--- config.mk ---
export PLATFORM = sky130hd
export DESIGN_NAME = serial_word_tx
export DESIGN_NICKNAME = d
export VERILOG_FILES = /design/src/rtl/serial_word_tx.sv
export SDC_FILE = /design/constraint.sdc
export NUM_CORES = 1
export LEC_CHECK = 0
export ABC_AREA = 1
export BUFFER_PORTS_ARGS = -buffer_cell sky130_fd_sc_hd__buf_4
export CAP_MARGIN = 20
export CORE_MARGIN = 2
export CORE_UTILIZATION = 45
export DETAILED_ROUTE_END_ITERATION = 16
export HOLD_SLACK_MARGIN = 0.03
export PLACE_DENSITY = 0.7
export SYNTH_ARGS = -nofsm -noshare
export SYNTH_HDL_FRONTEND = slang
export SYNTH_SLANG_ARGS = --single-unit
--- constraint.sdc ---
create_clock -name clk -period 1.55 [get_ports clk]
set_input_delay 0.2325 -clock clk [delete_from_list [all_inputs] [get_ports clk]]
set_output_delay 0.2325 -clock clk [all_outputs]
set_load 0.01 [all_outputs]
--- src/rtl/serial_word_tx.sv ---
// serial_word_tx
// Parallel-to-serial word transmitter. A W-bit word is accepted through a
// valid/ready handshake and sent one bit per accepted cycle, LSB first,
// with first/last framing flags and a one-cycle done pulse.
//
// Build option: define SERIAL_TX_PARITY_EN to append an even-parity bit
// after the data bits. That bit then carries ser_last, and the frame is
// W+1 bits long. Without the macro the PARITY state is not built and
// ser_last marks bit W-1.
//
// Every output is decoded from registered state only, so no input
// reaches an output in the same cycle.

module serial_word_tx #(
  parameter int W = 5
) (
  input  logic         clk,
  input  logic         rst,
  input  logic         clr,
  input  logic         in_valid,
  output logic         in_ready,
  input  logic [W-1:0] in_data,
  input  logic         ser_ready,
  output logic         ser_bit,
  output logic         ser_valid,
  output logic         ser_first,
  output logic         ser_last,
  output logic         busy,
  output logic         done
);

  localparam int                CNT_W    = $clog2(W) + 1;
  localparam logic [CNT_W-1:0]  CNT_ZERO = CNT_W'(0);
  localparam logic [CNT_W-1:0]  CNT_ONE  = CNT_W'(1);
  localparam logic [CNT_W-1:0]  CNT_LAST = CNT_W'(W - 1);

  typedef enum logic [1:0] {
    S_IDLE   = 2'd0,
    S_SHIFT  = 2'd1,
`ifdef SERIAL_TX_PARITY_EN
    S_PARITY = 2'd2,
`endif
    S_DONE   = 2'd3
  } state_t;

  // Even parity over a data word: 1 when the word has an odd number of ones.
  function automatic logic even_parity(input logic [W-1:0] d);
    return ^d;
  endfunction

  state_t           r_state;
  state_t           w_next_state;
  logic [W-1:0]     r_shreg;
  logic [CNT_W-1:0] r_cnt;
`ifdef SERIAL_TX_PARITY_EN
  logic             r_par;
`endif

  logic             w_accept;
  logic             w_bit_take;
  logic             w_last_bit;

  // Handshake qualifiers derived from the registered state.
  always_comb begin
    w_accept   = 1'b0;
    w_bit_take = 1'b0;
    w_last_bit = 1'b0;
    if (r_state == S_IDLE) begin
      w_accept = in_valid;
    end else begin
      w_accept = 1'b0;
    end
    if (r_state == S_SHIFT) begin
      w_bit_take = ser_ready;
    end else begin
      w_bit_take = 1'b0;
    end
    w_last_bit = (r_cnt == CNT_LAST);
  end

  // Next-state logic; clr drops any frame in progress and returns to IDLE.
  always_comb begin
    w_next_state = r_state;
    if (clr) begin
      w_next_state = S_IDLE;
    end else begin
      case (r_state)
        S_IDLE: begin
          if (in_valid) begin
            w_next_state = S_SHIFT;
          end else begin
            w_next_state = S_IDLE;
          end
        end
        S_SHIFT: begin
          if (ser_ready && w_last_bit) begin
`ifdef SERIAL_TX_PARITY_EN
            w_next_state = S_PARITY;
`else
            w_next_state = S_DONE;
`endif
          end else begin
            w_next_state = S_SHIFT;
          end
        end
`ifdef SERIAL_TX_PARITY_EN
        S_PARITY: begin
          if (ser_ready) begin
            w_next_state = S_DONE;
          end else begin
            w_next_state = S_PARITY;
          end
        end
`endif
        S_DONE: begin
          w_next_state = S_IDLE;
        end
        default: begin
          w_next_state = S_IDLE;
        end
      endcase
    end
  end

  // State register with synchronous active-high reset.
  always_ff @(posedge clk) begin
    if (rst) begin
      r_state <= S_IDLE;
    end else begin
      r_state <= w_next_state;
    end
  end

  // Shift register and bit counter; the counter saturates at W-1 so it
  // never leaves the valid bit range while in SHIFT.
  always_ff @(posedge clk) begin
    if (rst || clr) begin
      r_shreg <= '0;
      r_cnt   <= CNT_ZERO;
    end else if (w_accept) begin
      r_shreg <= in_data;
      r_cnt   <= CNT_ZERO;
    end else if (w_bit_take) begin
      r_shreg <= {1'b0, r_shreg[W-1:1]};
      if (w_last_bit) begin
        r_cnt <= r_cnt;
      end else begin
        r_cnt <= r_cnt + CNT_ONE;
      end
    end else begin
      r_shreg <= r_shreg;
      r_cnt   <= r_cnt;
    end
  end

`ifdef SERIAL_TX_PARITY_EN
  // Parity of the word is captured at acceptance, before shifting destroys it.
  always_ff @(posedge clk) begin
    if (rst || clr) begin
      r_par <= 1'b0;
    end else if (w_accept) begin
      r_par <= even_parity(in_data);
    end else begin
      r_par <= r_par;
    end
  end
`endif

  // Output decode from registered state, shift register and counter.
  always_comb begin
    in_ready  = 1'b0;
    ser_bit   = 1'b0;
    ser_valid = 1'b0;
    ser_first = 1'b0;
    ser_last  = 1'b0;
    busy      = 1'b0;
    done      = 1'b0;
    case (r_state)
      S_IDLE: begin
        in_ready = 1'b1;
      end
      S_SHIFT: begin
        ser_valid = 1'b1;
        ser_bit   = r_shreg[0];
        ser_first = (r_cnt == CNT_ZERO);
`ifdef SERIAL_TX_PARITY_EN
        ser_last  = 1'b0;
`else
        ser_last  = w_last_bit;
`endif
        busy      = 1'b1;
      end
`ifdef SERIAL_TX_PARITY_EN
      S_PARITY: begin
        ser_valid = 1'b1;
        ser_bit   = r_par;
        ser_last  = 1'b1;
        busy      = 1'b1;
      end
`endif
      S_DONE: begin
        done = 1'b1;
      end
      default: begin
        in_ready = 1'b0;
      end
    endcase
  end

endmodule
==> impl_results.md <==
* Status: complete, no violations
* Post-DR vias/cell at 4.89
* Final instance area at 791 µm²
* CTS Buf Count at 3
* Clock slew at reported path FFs at 0.07 ns
* Int Pwr at 427 µW
* Crit path max-delay cell type: dfxtp_2
* Final hold slack at 0.215 ns
* Number of I/O port buffers at 16
* Post-synth cell types at 18
* Register-to-Register Path Depth at 5
* Initial antenna violation count at 0
* Worst-Skew Late Latency at 0.27 ns
* Routed len/inst at 10.4 µm
* Relative slew margins at 81.1%
* DRT iter0 DRCs at 22
* Final Net Count at 124
* Critical Path Start Type: flop
* Final setup fails at 0
* Yosys warns at 0
* Power density cells at 739 nW/µm²
* #FFs+latches synth at 11
* Max Root-Sink Buffers at 2
* Largest net degree at the start of global routing at 8
* MaxCap Viol Count at 0
* Synth Net Count at 105
* CTS tree: built
* Cells after DPL at 122
* GP Congestion at 0.722
* Final Instance Count excl. Fillers at 126
* Hold Crit Class: in -> reg
* Post-CTS Setup Inserts at 0
* Worst-path maximum fanout at 5
* Detailed-route via count at 616
* Max Clock Freq at 0.684 GHz
* Hold depth at 3
* Comb pwr share at 14.6%
* Launching point of the worst reg2reg path: r_state[0]$_SDFF_PP0_
* Worst Hold End: r_shreg[4]$_SDFFE_PP0P_
* Kind of critical path: reg -> out
* Root buffer cell: clkbuf_4
* Layout area overhead at 25.6%
* First-pass GRT wire length at 1950 µm
* Site Rows at 13
* Crit path required time at 1.32 ns
* Power share of the clock group at 35.0%
* Die H at 41.4 µm
* Total gr overflow at 0
* Syn avg cell area at 6.77 µm²
* DRC at 0
* Hold Vio Cnt, Final at 0
* Antenna viol nets, final at 0
* HP Start: in_data[4]
* P_sw at 157 µW
* Critical Path End Type: primary output
* Sequential Power Share at 50.4%
* Die area at 1710 µm²
* Crit path DAT at 1.23 ns
* Worst path cell trace: inv_1 -> ha_2 -> nand3_2 -> nor2_1 -> buf_4
* Synthesized instance count at 93
* Share of layout cells above drive strength 1 at 30.6%
* Vias in the first global route at 476
* Multi-input logic area at 348 µm²
* Worst slew pin tran at 0.283 ns
* RR Endpoint: r_cnt[3]$_SDFFE_PP0P_
* CTS H-tree depth at 1
* Post-Syn Area at 629 µm²
* First drt pass iteration count at 4
* Sequential area share after synthesis at 35.0%
* Pleak at 0.000360 µW
* Register area at 221 µm²
* Core Region at 1300 µm²
* Tcrit/Tclk final at 94.4%
* Setup Skew at 0.00161 ns
* GRT Util Overall at 18.6%
* Minimum clock period at 1.46 ns
* Final wirelength at 1310 µm
* Final max-slew violation count at 0
* Filler Cell Count at 128
* TNS Setup at 0 ns
* Initial Util at 48.4%
* Worst vdd rail ir drop at 0.643 mV
* Sw Ratio at 26.9%
* Flop-to-flop setup slack at 0.35 ns
* DP Area at 756 µm²
* Ant. Diodes at 0
* Die Wd at 41.4 µm
* Critical path's largest stage delay at 0.34 ns
* Ports at 17
* Post-DP HPWL at 992 µm
* Clock Sinks at 11
worst max-delay path: cells and delay by family (launching register included):
family,cells,cell delay (ns)
adders and majority gates,1,0.20
buffers and inverters,2,0.20
DFF,1,0.34
and+or+nand+nor,2,0.20
what timing repair did:
item | in CTS | in global routing
endpoints found under the hold margin | 0 | 0
hold buffers | 0 | 0
resized for setup | 0 | 3
endpoints found under the setup margin | 0 | 2
power groups by stage:
stage	Combinational, µW	Sequential [µW]	Clock [µW]
floorplan	51.0	300	0
global placement	84.6	301	0
detailed placement	85.6	301	0
CTS	85.7	294	214
global route	95.1	295	230
finish	85.3	295	204
placed cells by master (no fill, tap or decap):
master / netlist / layout
a21oi_1: 7 / 7
a21oi_2: 2 / 2
buf_4: 1 / 16
clkbuf_1: 0 / 1
clkbuf_4: 0 / 3
dfxtp_1: 11 / 10
dfxtp_2: 0 / 1
ha_1: 2 / 1
ha_2: 0 / 1
inv_1: 11 / 11
inv_2: 4 / 4
nand2_1: 27 / 27
nand2_4: 2 / 2
nand3_1: 7 / 6
nand3_2: 2 / 3
nand4_1: 3 / 3
nor2_1: 9 / 9
nor2_2: 1 / 1
nor2_4: 1 / 1
nor3_1: 1 / 1
xor2_1: 1 / 1
cell usage after synthesis:
cell type / number / area [µm²]
buf_2: 1 / 5.00
a21oi_1: 7 / 35.0
xor2_1: 1 / 8.76
nor2_2: 1 / 6.26
nor3_1: 1 / 5.00
dfxtp_1: 11 / 220
nand4_1: 3 / 18.8
nor2_1: 9 / 33.8
inv_2: 4 / 15.0
nand2_1: 27 / 101
a21oi_2: 2 / 17.5
nand3_2: 2 / 20.0
buf_4: 1 / 7.51
nand2_4: 2 / 22.5
ha_1: 2 / 25.0
nor2_4: 1 / 11.3
inv_1: 11 / 41.3
nand3_1: 7 / 35.0
sequential cells by signal, indices dropped and copies added, names as in the netlist:
register  cells
r_cnt         4
r_shreg       5
r_state       2
area by class of cell:
cell class | instances | share of cell area (%)
sequential | 11 | 28.0
tap | 15 | 2.37
clock buffer | 4 | 3.32
timing repair buffer | 16 | 15.2
multi-input combinational | 65 | 44.0
inverter | 15 | 7.12
cell families (layout without fill, tap and decap cells):
kind of cell               after synthesis  count (layout)  synth area share [%]
and+or+nand+nor                         53              53                  40.4
buffers and inverters                   17              35                  10.9
DFF                                     11              11                  35.0
AOI/OAI and AO/OA                        9               9                  8.35
adders and majority gates                2               2                  3.98
xor gates and xnor gates                 1               1                  1.39
routing by layer:
layer	wire length, µm	global-route usage [%]	up-vias
li1	-	-	326
met1	581	23.3	266
met2	594	25.8	20
met3	91	6.38	4
met4	46	14.5	0
met5	0	0	-
stage by stage:
stage	total power [µW]	utilization [%]	setup WS (ns)
6_report	584	60.8	0.0872
5_1_grt	620	60.8	-0.00802
4_1_cts	594	60.1	0.00635
3_5_place_dp	387	58.1	0.295
3_3_place_gp	385	58.1	0.353
2_1_floorplan	351	-	0.405
worst max path at each step:
| stage | from | to | cells after the start | slack, ns |
|---|---|---|---|---|
| final | r_cnt[0]$_SDFFE_PP0P_ | ser_last | 5 | 0.09 |
| after global routing | r_cnt[0]$_SDFFE_PP0P_ | ser_last | 5 | -0.008 |
| after CTS | r_cnt[0]$_SDFFE_PP0P_ | ser_last | 5 | 0.006 |
| after detailed placement | r_cnt[0]$_SDFFE_PP0P_ | r_cnt[0]$_SDFFE_PP0P_ | 6 | 0.29 |
| after global placement | r_cnt[0]$_SDFFE_PP0P_ | r_cnt[3]$_SDFFE_PP0P_ | 6 | 0.35 |
| after floorplan | r_state[0]$_SDFF_PP0_ | r_cnt[3]$_SDFFE_PP0P_ | 5 | 0.40 |
Note: power is estimated with default switching activity, not from simulation.
